`src/rtl/uart_alu_pkg.sv`:
```
// Shared constants for the UART/ALU frame sequencer: opcodes, error byte,
// FSM state encoding and the opcode legality check.
package uart_alu_pkg;

  localparam logic [5:0] OP_ADD = 6'h20;
  localparam logic [5:0] OP_SUB = 6'h22;
  localparam logic [5:0] OP_AND = 6'h24;
  localparam logic [5:0] OP_OR  = 6'h25;
  localparam logic [5:0] OP_XOR = 6'h26;
  localparam logic [5:0] OP_NOR = 6'h27;
  localparam logic [5:0] OP_SRA = 6'h03;
  localparam logic [5:0] OP_SRL = 6'h02;

  localparam logic [7:0] ERR_CODE = 8'hEE;

  typedef logic [2:0] state_t;
  localparam state_t ST_RX_A  = 3'd0;
  localparam state_t ST_RX_B  = 3'd1;
  localparam state_t ST_RX_OP = 3'd2;
  localparam state_t ST_EXEC  = 3'd3;
  localparam state_t ST_TX    = 3'd4;

  function automatic logic is_legal_op(input logic [5:0] op);
    case (op)
      OP_ADD, OP_SUB, OP_AND, OP_OR,
      OP_XOR, OP_NOR, OP_SRA, OP_SRL: is_legal_op = 1'b1;
      default:                        is_legal_op = 1'b0;
    endcase
  endfunction

endpackage

```
`src/rtl/uart_alu_sequencer_frame_timer.sv`:
```
// Inter-byte timeout counter: clear has priority over enable, expired flags
// the last allowed waiting cycle.
module frame_timer #(
  parameter int TIMEOUT = 1000000,
  parameter int TO_BIT  = 20
) (
  input  logic clk,
  input  logic rst_n,
  input  logic clr,
  input  logic en,
  output logic expired
);

  logic [TO_BIT-1:0] count;

  always_ff @(posedge clk or negedge rst_n) begin
    if (!rst_n)    count <= '0;
    else if (clr)  count <= '0;
    else if (en)   count <= count + TO_BIT'(1);
  end

  assign expired = (count == TO_BIT'(TIMEOUT - 1));

endmodule

```
`src/rtl/uart_alu_sequencer.sv`:
```
// Pops an A/B/opcode frame from the UART RX FIFO, drives the external ALU and
// pushes one result (or ERR_CODE for illegal opcodes) into the TX FIFO.
//
// state    | meaning
// RX_A     | idle, waiting for operand A (timer held clear)
// RX_B     | waiting for operand B, timeout armed
// RX_OP    | waiting for opcode, timeout armed
// EXEC     | one cycle: capture ALU result or error byte
// TX       | waiting for room in TX FIFO, then push
module uart_alu_sequencer
  import uart_alu_pkg::*;
#(
  parameter int N_BIT   = 8,
  parameter int N_OP    = 6,
  parameter int TIMEOUT = 1000000,
  parameter int TO_BIT  = 20
) (
  input  logic             clk,
  input  logic             rst_n,
  input  logic             rx_empty,
  input  logic [N_BIT-1:0] r_data,
  output logic             rd_uart,
  input  logic             tx_full,
  output logic             wr_uart,
  output logic [N_BIT-1:0] w_data,
  output logic [N_BIT-1:0] alu_a,
  output logic [N_BIT-1:0] alu_b,
  output logic [N_OP-1:0]  alu_op,
  input  logic [N_BIT-1:0] alu_result,
  output logic             busy,
  output logic             err_op,
  output logic             timeout
);

  state_t state, state_nxt;
  logic   run_q;
  logic   expired;
  logic   op_legal;
  logic   timer_clr, timer_en;

  // run_q keeps the combinational pop strobe quiet during and right after reset
  always_ff @(posedge clk or negedge rst_n) begin
    if (!rst_n) run_q <= 1'b0;
    else        run_q <= 1'b1;
  end

  always_ff @(posedge clk or negedge rst_n) begin
    if (!rst_n) state <= ST_RX_A;
    else        state <= state_nxt;
  end

  always_comb begin
    state_nxt = state;
    case (state)
      ST_RX_A:  if (rd_uart) state_nxt = ST_RX_B;
      ST_RX_B:  if (rd_uart) state_nxt = ST_RX_OP;
                else if (timeout) state_nxt = ST_RX_A;
      ST_RX_OP: if (rd_uart) state_nxt = ST_EXEC;
                else if (timeout) state_nxt = ST_RX_A;
      ST_EXEC:  state_nxt = ST_TX;
      ST_TX:    if (wr_uart) state_nxt = ST_RX_A;
      default:  state_nxt = ST_RX_A;
    endcase
  end

  assign op_legal = is_legal_op(alu_op);

  always_comb begin
    rd_uart = 1'b0;
    wr_uart = 1'b0;
    err_op  = 1'b0;
    timeout = 1'b0;
    busy    = (state != ST_RX_A);
    case (state)
      ST_RX_A:  rd_uart = run_q & ~rx_empty;
      ST_RX_B,
      ST_RX_OP: begin
        rd_uart = run_q & ~rx_empty;
        timeout = expired & rx_empty;
      end
      ST_EXEC:  err_op  = ~op_legal;
      ST_TX:    wr_uart = ~tx_full;
      default:  ;
    endcase
  end

  assign timer_en  = ((state == ST_RX_B) || (state == ST_RX_OP)) && rx_empty;
  assign timer_clr = rd_uart || timeout || (state == ST_RX_A);

  frame_timer #(
    .TIMEOUT (TIMEOUT),
    .TO_BIT  (TO_BIT)
  ) u_frame_timer (
    .clk     (clk),
    .rst_n   (rst_n),
    .clr     (timer_clr),
    .en      (timer_en),
    .expired (expired)
  );

  always_ff @(posedge clk or negedge rst_n) begin
    if (!rst_n) begin
      alu_a  <= '0;
      alu_b  <= '0;
      alu_op <= '0;
      w_data <= '0;
    end else begin
      if (rd_uart && state == ST_RX_A)  alu_a  <= r_data;
      if (rd_uart && state == ST_RX_B)  alu_b  <= r_data;
      if (rd_uart && state == ST_RX_OP) alu_op <= r_data[N_OP-1:0];
      if (state == ST_EXEC)             w_data <= op_legal ? alu_result : N_BIT'(ERR_CODE);
    end
  end

endmodule

```
`config.mk`:
```
export PLATFORM = sky130hd
export DESIGN_NAME = uart_alu_sequencer
export DESIGN_NICKNAME = d
export VERILOG_FILES = /design/src/rtl/uart_alu_pkg.sv /design/src/rtl/uart_alu_sequencer_frame_timer.sv /design/src/rtl/uart_alu_sequencer.sv
export SDC_FILE = /design/constraint.sdc
export NUM_CORES = 1
export LEC_CHECK = 0
export CORE_ASPECT_RATIO = 1.25
export CORE_UTILIZATION = 39
export CTS_BUF_LIST = sky130_fd_sc_hd__clkbuf_4 sky130_fd_sc_hd__clkbuf_8
export DETAILED_ROUTE_END_ITERATION = 8
export GPL_ROUTABILITY_DRIVEN = 1
export HOLD_SLACK_MARGIN = 0.03
export PLACE_DENSITY = 0.75
export SYNTH_ARGS = -nofsm -noshare
export SYNTH_HDL_FRONTEND = slang
export SYNTH_SLANG_ARGS = --single-unit
```
`constraint.sdc`:
```
create_clock -name clk -period 4.4 [get_ports clk]
set_input_delay 1.32 -clock clk [delete_from_list [all_inputs] [get_ports clk]]
set_output_delay 1.32 -clock clk [all_outputs]
set_load 0.01 [all_outputs]
```
Yosys cells after proc, flatten, opt, wreduce, memory -nomap -nowiden
Cells that the tools add are included.

operators by class
  add/subtract/negate cells = 1
  reductions and logical operators = 14
  bitwise gates (word level) = 5
  multiplexer cells = 14
  eq/ne operators = 15

operators with widths
  cell                                                                    count
  20-bit 2-to-1 mux                                                       2
  6-bit equality test (second input constant)                             6
  20-bit by 1-bit adder with 20-bit output (second input constant)        1
  20-bit equality test (second input constant)                            1
  3-bit 2-to-1 mux                                                        5
  3-bit case mux with 5 select lines                                      1
  6-bit by 2-bit equality test with 1-bit output (second input constant)  2
  8-bit 2-to-1 mux                                                        1
  8-bit OR reduction                                                      1
  3-bit by 2-bit equality test with 1-bit output (second input constant)  2
  1-bit 2-to-1 mux                                                        5
  1-bit logical AND                                                       4
  2-bit != test (second input constant)                                   2
  3-bit by 1-bit equality test with 1-bit output (second input constant)  1
  3-bit equality test (second input constant)                             1
  3-bit logical NOT                                                       1
  1-bit logical OR                                                        3
  1-bit inverter                                                          3
  3-bit nonzero test                                                      1
  3-bit OR reduction                                                      1
  1-bit bitwise AND                                                       2
  2-bit AND reduction                                                     1
  2-bit nonzero test                                                      1
  2-bit OR reduction                                                      1

word-level totals
  register bits = 54
  input bits = 20
  logic and storage cells = 56
  output and inout port bits = 35

Longest topological paths before layout
Gate-level depths: netlist of run 1.

  depth in word-level cells = 6
  mapped depth = 6

By module
A second synthesis of run 1 with hierarchy kept.

unflattened totals
  cells, all modules = 225
  area total of the unflattened synthesis = 2496.1 sq um

by module, submodules not included
  module              area each (sq um)  instances  cells an instance
  uart_alu_sequencer  1452.6             1          117
  frame_timer         1043.5             1          108

Least setup slack after synthesis of run 1
Ideal clock, no wire load.

  path type = input to output
  from = input port rx_empty
  to = output port timeout
  path buffers = 1
  stages on the path = 4
  arrival time = 2.340 ns
  path slack = 0.740 ns
  path through = nand2b_1 > or3_1 > nor4_2 > buf_2

on the way
  word-level cells in the longest chain between the ends = 2

RTL lines
  what               line                      source
  start, declared    uart_alu_sequencer.sv:20  input logic rx_empty,
  1-bit bitwise AND  uart_alu_sequencer.sv:79  timeout = expired & rx_empty;
  1-bit 2-to-1 mux   uart_alu_sequencer.sv:74  case (state)
  end, declared      uart_alu_sequencer.sv:32  output logic timeout

No other way between the ends.

Worst setup path in the final report of run 1
Same ends and word-level chain as after synthesis.

==> impl_metrics.ini, run 1 <==
[yosys]
yosys.cell_types.count = 49
synth.avg_cell_area_um2 = 10.7
synth-main-ff-cell = dfrtp_1
syn_area_um2 = 2650
seq_area_frac_synth = 0.510
synth_nets = 269
async_flop_share = 1.00
synth_cells = 248
yosysTopAreaCellShare = 0.510
synth_area_leaders = dfrtp_1, mux2_2, nor2_1
ys.warnings.count = 0
ys_top_cells_by_count = dfrtp_1, nor2_1, mux2_2, nand2_1, a211oi_1
yosys.cell_count.top_type = dfrtp_1
yosysTopAreaCell = dfrtp_1
synth-edff-count = 0
synth-seq-cells = 54

[sta]
skew_ns = 0.00342
setup_violations = 0
rsz0062_at_grt = no
worst_pin_slew_ns = 1.06
finalMaxSlewViolations = 0
max_freq_ghz = 0.239
setup_slack_ns = 0.210
tns_ns = 0
hold_viol = 0
period_share = 0.952
min_period_ns = 4.19
relSlewSlack = 0.291

[route]
antenna_left = 0
first_pass_iters = 4
wire_per_inst_um = 15.9
vias = 2191
drtIter0Drc = 119
routed_wl_um = 6230
drc_errors = 0
viasPerCell = 5.58

[worst_setup_path]
path_max_fanout = 2
r2r-start = state[0]
cp-startpoint = rx_empty
worstPathRequired_ns = 3.08
end_kind = output port
cp_data_arrival_time_ns = 2.87
critPathKind = input pin to output port
worstSetupStartpointType = input pin

[power_and_ir_drop]
vdd_ir_drop_max_v = 0.000329
p_leak_nw = 1.35
powerDensity_nw_per_um2 = 522
fin_total_pwr_mw = 1.78

[final_layout]
n_antenna_cell = 0
nNetsFinal = 326
post-route-util = 0.518
drive_above_1_share = 0.170
multi_input_area_um2 = 1240
n_fill_cell = 594
final_cell_area_um2 = 3400
area.sequential_um2 = 1350
area.growth.synth_to_final_pct = 28.5

[clocking]
cts_tree = built
root_buffer = clkbuf_8
clk_pin_slew_ns = 0.11
cts-htree-levels = 2
hold_buffers = 0
cts_resized = 1
clk_path_buf_depth = 2
numCtsBuffers = 5
cts_sinks = 54
post_cts_buffers = 0
clock_latency_ns = 0.31

[global_routing]
grt_pass1_wl_um = 10300
grt-ovfl-total = 0
grt_pass1_vias = 2172
grt_usage = 0.192
antenna_found_initial = 0
grt_max_degree = 40

[status]
status = finished clean

[job]
cap_violations = 0

[floorplan]
dieArea_um2 = 7120
die_width_um = 75.7
core_um2 = 6570
initial_utilization = 0.403
placementRows = 33
die_h_um = 94.1
io-pin-count = 55

[placement]
hpwlAfterDp_um = 4460
place_congestion = 0.816
place_area_um2 = 3300
portBuffers = 54
post-place-ws_ns = -0.0848

[hold_path]
min_from = alu_b[7]
hold_class = register to register
## critical path: stages
cell,delay [ns]
clkdlybuf4s50_1,0.50
nand2b_1,0.08
or3_1,0.40
nor4_4,0.27
dlygate4sd2_1,0.30
## final timing paths
kind / depth (start not counted) / to / slack, ns
max in group asynchronous: 2 / u_frame_timer.count[2] / 2.54
max: 5 / timeout / 0.21
max reg2reg: 4 / u_frame_timer.count[11] / 2.19
min: 1 / alu_b[7] / 0.52
min reg2reg: 1 / alu_b[7] / 0.52
min in group asynchronous: 1 / u_frame_timer.count[15] / 1.10
## through the flow
step	hold WS, ns	cells
floorplan	0.539	248
detailed placement	0.493	385
finish	0.518	393
global route	0.532	393
global placement	0.487	385
CTS	0.521	393
## state kept, by name (all words and copies together) (netlist names)
signal	flops
alu_op	6
u_frame_timer.count	20
alu_a	8
state	3
alu_b	8
w_data	8
run_q	1
## where the power goes
part	internal (mW)	switching, mW	leakage (nW)	total [mW]
clock	0.134	0.181	0.0537	0.315
combinational	0.384	0.344	0.618	0.728
sequential	0.624	0.109	0.677	0.733
total	1.14	0.633	1.35	1.78
## layer usage
metal,part of all wire,vias up,routed length (µm),global-route usage
met1,0.42,1076,2610,0.244
met3,0.065,8,404,0.0612
met5,0,-,0,0
li1,-,1040,-,-
met2,0.50,67,3130,0.310
met4,0.014,0,88,0.0556
## cell families after synthesis
family          Yosys count  share of synthesized area
fa+ha+maj                 1                    0.00473
simple gates             98                      0.207
mux                      22                     0.0936
compound gates           48                      0.131
xor+xnor                  8                     0.0265
other cells               1                    0.00142
buf+inv                  16                     0.0250
flops                    54                      0.510
## layout make-up
cell class | instances | share of cell area
flip-flops and latches | 54 | 0.397
clock buffers | 6 | 0.0243
inverters | 6 | 0.00662
repair buffers | 60 | 0.170
well taps | 87 | 0.0320
clock inverters | 2 | 0.00588
multi-input cells | 178 | 0.364
## cells in the final DEF (no fill, tap or decap), types with 2 or more instances in the layout
master	synthesis	final
o22ai_1	2	2
o41ai_1	3	3
or3_2	2	2
o31ai_1	5	5
nor4_1	4	4
nand3_1	8	8
xor2_1	5	5
clkbuf_8	0	6
o21ai_0	5	5
nor2_1	23	23
or3_1	5	5
a211oi_1	11	11
xnor2_1	3	3
nand2_1	14	14
a31o_2	3	3
or2_2	3	3
buf_4	0	6
nand4_1	7	7
a21oi_1	9	9
inv_1	5	5
dfrtp_1	54	54
nor2b_1	2	2
nor3_1	8	8
nand2b_1	3	3
and2_1	3	3
mux2_2	22	22
or4_1	6	6
clkdlybuf4s50_1	0	52
nand4b_1	2	2
No activity file was read; power rests on OpenSTA's default activity.
==> run 2: changes to the inputs <==
--- a/config.mk
+++ b/config.mk
@@ -12,6 +12,7 @@
 export GPL_ROUTABILITY_DRIVEN = 1
 export HOLD_SLACK_MARGIN = 0.03
 export PLACE_DENSITY = 0.75
+export SLEW_MARGIN = 20
 export SYNTH_ARGS = -nofsm -noshare
 export SYNTH_HDL_FRONTEND = slang
 export SYNTH_SLANG_ARGS = --single-unit
==> run 2 against run 1 <==
  * Count of clock-buffer cells in the layout unchanged
  * First-iteration DRC count increased by 16%
  * Hold slack about the same
  * Clock skew increased by 0.0012 ns
  * Global-route usage unchanged
  * Register-to-register slack improved by 0.02 ns
  * Die area unchanged
  * Critical endpoint unchanged
==> impl_metrics.ini, run 2 (same netlist as run 1, synthesis figures left out) <==
[status]
status = finished clean

[clocking]
root_buffer = clkbuf_8
hold_buffers = 0
numCtsBuffers = 5
clk_pin_slew_ns = 0.11
cts_tree = built
clock_latency_ns = 0.32
cts-htree-levels = 2
cts_sinks = 54
post_cts_buffers = 0
cts_resized = 1
clk_path_buf_depth = 2

[worst_setup_path]
rrSetupSlack_ns = 2.21
critPathKind = input pin to output port
r2r-start = state[0]
end_kind = output port
path_max_fanout = 2
worstPathRequired_ns = 3.08
slowest_delay_ns = 0.50
crit_chain = clkdlybuf4s50_1, nand2b_1, or3_1, nor4_4, dlygate4sd2_1
r2r.worst_path.cells = 4
cp_data_arrival_time_ns = 2.87
r2r-end = u_frame_timer.count[11]
worstSetupStartpointType = input pin
crit_slowest_cell = clkdlybuf4s50_1

[placement]
placed_cells = 385
place_area_um2 = 3300
portBuffers = 54
post-place-ws_ns = -0.0848
hpwlAfterDp_um = 4460
place_congestion = 0.816

[floorplan]
die_h_um = 94.1
initial_utilization = 0.403
die_width_um = 75.7
core_um2 = 6570
dieArea_um2 = 7120
placementRows = 33
io-pin-count = 55

[global_routing]
grt_usage = 0.192
grt_pass1_vias = 2172
grt-ovfl-total = 0
grt_pass1_wl_um = 10300
antenna_found_initial = 0
grt_max_degree = 40

[sta]
hold_viol = 0
max_freq_ghz = 0.239
worst_pin_slew_ns = 0.863
finalMaxSlewViolations = 0
period_share = 0.952
skew_ns = 0.00459
min_period_ns = 4.19
rsz0062_at_grt = no
setup_violations = 0
setup_slack_ns = 0.209
relSlewSlack = 0.425

[route]
routed_wl_um = 6220
drc_errors = 0
first_pass_iters = 4
vias = 2190
drtIter0Drc = 138
wire_per_inst_um = 15.8
viasPerCell = 5.57
antenna_left = 0

[final_layout]
nNetsFinal = 326
largest_register = u_frame_timer.count
largest_reg_flops = 20
final_cell_mix = dfrtp_1, clkdlybuf4s50_1, nor2_1
final_cells = 393
n_antenna_cell = 0
final_cell_area_um2 = 3410
drive_above_1_share = 0.173
layout_commonest_cell = dfrtp_1
area.growth.synth_to_final_pct = 28.7

[job]
cap_violations = 0

[power_and_ir_drop]
powerDensity_nw_per_um2 = 521
vdd_ir_drop_max_v = 0.000335
p_leak_nw = 1.35

[hold_path]
hold_end = alu_b[7]
min_from = alu_b[7]
hold_class = register to register
holdPathStages = 1
run 2: cell counts in the layout (fill, tap and decap cells not counted):
Identical to the previous run, type by type.
run 2: area by class of cell:
type	instances	area [µm²]
fill	593	3160
sequential	54	1350
clock buffer	6	82.6
timing repair buffer	60	579
inverter	6	22.5
clock inverter	2	20.0
tap	87	109
multi-input combinational	178	1240
run 2: layer usage:
layer  global-route usage  part of all wire
met1                0.244              0.41
met2                0.310              0.51
met3               0.0612             0.072
met4               0.0556             0.015
met5                    0                 0
run 2: worst max-delay path, delay by kind of cell:
kind / cells / cell delay (ns)
buf+inv: 2 / 0.80
simple gates: 3 / 0.75
run 2: worst max path at each step:
stage | from | to | slack [ns] | cells after the start
3_5_place_dp | rx_empty | timeout | -0.08 | 5
2_1_floorplan | rx_empty | timeout | 0.74 | 4
6_report | rx_empty | timeout | 0.21 | 5
4_1_cts | rx_empty | timeout | 0.20 | 5
5_1_grt | rx_empty | timeout | 0.16 | 5
3_3_place_gp | rx_empty | timeout | -0.04 | 5
run 2: through the flow:
step           utilization  hold slack [ns]  power [mW]  TNS (ns)
2_1_floorplan            -            0.539        1.09         0
3_3_place_gp         0.503            0.487        1.45   -0.0429
3_5_place_dp         0.503            0.493        1.47   -0.0848
4_1_cts              0.518            0.521        1.78         0
5_1_grt              0.519            0.532        1.88         0
6_report             0.519            0.518        1.78         0
run 2: where the power goes:
| part | leakage, nW | switching (mW) | internal [mW] |
|---|---|---|---|
| Combinational | 0.620 | 0.342 | 0.385 |
| Clock | 0.0537 | 0.181 | 0.134 |
| Sequential | 0.677 | 0.110 | 0.624 |
| Total | 1.35 | 0.633 | 1.14 |
==> run 3: changes to the inputs <==
--- a/config.mk
+++ b/config.mk
@@ -5,7 +5,7 @@
 export SDC_FILE = /design/constraint.sdc
 export NUM_CORES = 1
 export LEC_CHECK = 0
-export CORE_ASPECT_RATIO = 1.25
+export ABC_AREA = 0
 export CORE_UTILIZATION = 39
 export CTS_BUF_LIST = sky130_fd_sc_hd__clkbuf_4 sky130_fd_sc_hd__clkbuf_8
 export DETAILED_ROUTE_END_ITERATION = 8
==> run 3 against run 2 <==
  * The flow now finishes with violations (DRC)
  * Final cell count is 2.5% lower
  * Non-clock buffer count stayed put
  * Hold slack worse by 0.0014 ns
  * Register-to-register slack better by 0.03 ns
  * Critical path depth stayed put
  * Setup slack better by 0.041 ns
  * Sequential cell count stayed put
  * Sequential share of layout area hardly changed
  * Die area hardly changed
  * Power is 1.1% higher
==> impl_metrics.ini, run 3 (same netlist as run 1, synthesis figures left out) <==
[sta]
finalMaxSlewViolations = 0
holdWs_ns = 0.516
min_period_ns = 4.15
rsz0062_at_grt = no
setup_violations = 0
tns_ns = 0
worst_pin_slew_ns = 1.07
hold_viol = 0
relSlewSlack = 0.284
skew_ns = 0.0103
period_share = 0.943
max_freq_ghz = 0.241

[power_and_ir_drop]
swShare = 0.343
pwr-share-clk = 0.195
powerDensity_nw_per_um2 = 528
p_comb_frac = 0.399
p_leak_nw = 1.35
internal_power_mw = 1.18
vdd_ir_drop_max_v = 0.000336
fin_total_pwr_mw = 1.80
switchingPower_mw = 0.616
power_frac_seq = 0.406

[clocking]
clk_path_buf_depth = 2
cts-htree-levels = 2
numCtsBuffers = 5
cts_sinks = 54
clk_pin_slew_ns = 0.10
clock_latency_ns = 0.31
root_buffer = clkbuf_8
cts_tree = built
hold_buffers = 0

[worst_setup_path]
cp_data_arrival_time_ns = 2.83
cp-startpoint = rx_empty
crit_end = timeout
slowest_delay_ns = 0.49
r2r-start = state[0]
rrSetupSlack_ns = 2.24
r2r.worst_path.cells = 4
worstSetupStartpointType = input pin
worstPathRequired_ns = 3.08
crit_chain = clkdlybuf4s50_1, nand2b_1, or3_1, nor4_4, dlygate4sd2_1
crit_slowest_cell = clkdlybuf4s50_1
end_kind = output port
critPathKind = input pin to output port
r2r-end = u_frame_timer.count[13]
path_max_fanout = 2

[placement]
place_congestion = 0.883
portBuffers = 54
place_area_um2 = 3290
hpwlAfterDp_um = 4310

[route]
drtIter0Drc = 131
viasPerCell = 5.59
wire_per_inst_um = 15.6
antenna_left = 0
wl_met1_um = 2570
dr_wl_met3_um = 505
routed_wl_um = 5960
routed.top_layer = met4
first_pass_iters = 6
drc_errors = 2
vias = 2140
wl_met2_um = 2830

[global_routing]
grt_pass1_wl_um = 10800
grt_max_degree = 36
grt_pass1_vias = 2220
grt-ovfl-total = 0
antenna_found_initial = 0
grt_usage = 0.187

[final_layout]
nNetsFinal = 326
largest_register = u_frame_timer.count
largest_reg_flops = 20
area.growth.synth_to_final_pct = 28.6
n_antenna_cell = 0
final_cell_mix = dfrtp_1, clkdlybuf4s50_1, nor2_1
post-route-util = 0.527
final_cell_area_um2 = 3400
layout_commonest_cell = dfrtp_1
drive_above_1_share = 0.170

[status]
violations = DRC
status = finished with violations

[floorplan]
die_h_um = 84.4
dieArea_um2 = 7120
core_um2 = 6460
initial_utilization = 0.410
die_width_um = 84.4
io-pin-count = 55
placementRows = 29

[hold_path]
hold_class = register to register

[job]
cap_violations = 0
-- run 3: changes by cell type in the layout (fill, tap and decap cells not counted), sizes merged --
cell / previous run / this run
inv: 7 / 6
bufinv: 0 / 1
clkbuf: 6 / 5
clkinv: 1 / 2
-- run 3: cell type report --
class | instances | area (µm²)
clock buffers | 5 | 68.8
clock inverters | 3 | 47.5
repair buffers | 60 | 579
inverters | 6 | 22.5
well taps | 77 | 96.3
fillers | 561 | 3050
multi-input cells | 178 | 1240
flip-flops and latches | 54 | 1350
-- run 3: power by group through the flow --
stage | registers, mW | logic, mW | clock network, mW
after CTS | 0.731 | 0.727 | 0.357
after global routing | 0.753 | 0.782 | 0.376
final | 0.730 | 0.717 | 0.350
after detailed placement | 0.740 | 0.722 | 0
after global placement | 0.733 | 0.714 | 0
after floorplan | 0.757 | 0.337 | 0
-- run 3: worst min path at each step --
stage / endpoint / slack [ns] / startpoint / depth (start not counted)
2_1_floorplan: u_frame_timer.count[18] / 0.54 / u_frame_timer.count[18] / 2
3_3_place_gp: alu_a[3] / 0.49 / alu_a[3] / 1
3_5_place_dp: alu_a[1] / 0.49 / alu_a[1] / 1
4_1_cts: alu_b[3] / 0.52 / alu_b[3] / 1
5_1_grt: alu_b[7] / 0.54 / alu_b[7] / 1
6_report: alu_b[4] / 0.52 / alu_b[4] / 1
-- run 3: layer usage --
layer	vias to the layer above	GRT usage
met5	-	0
met1	1021	0.244
li1	1040	-
met2	72	0.307
met4	0	0.0431
met3	7	0.0570
-- run 3: worst max-delay path: cells and delay by family --
family,cells,cell delay [ns]
buffers and inverters,2,0.78
AND/OR/NAND/NOR,3,0.72
-- run 3: stage by stage --
stage | std cells | worst slack (ns)
after floorplan | 248 | 0.740
after global placement | 375 | -0.0413
after detailed placement | 375 | -0.0581
after CTS | 383 | 0.226
after global routing | 383 | 0.179
final | 383 | 0.250
-- run 3: what timing repair did --
action	in CTS	in global routing
gates resized for setup	1	0
buffers inserted	0	0
setup endpoints to repair	1	0
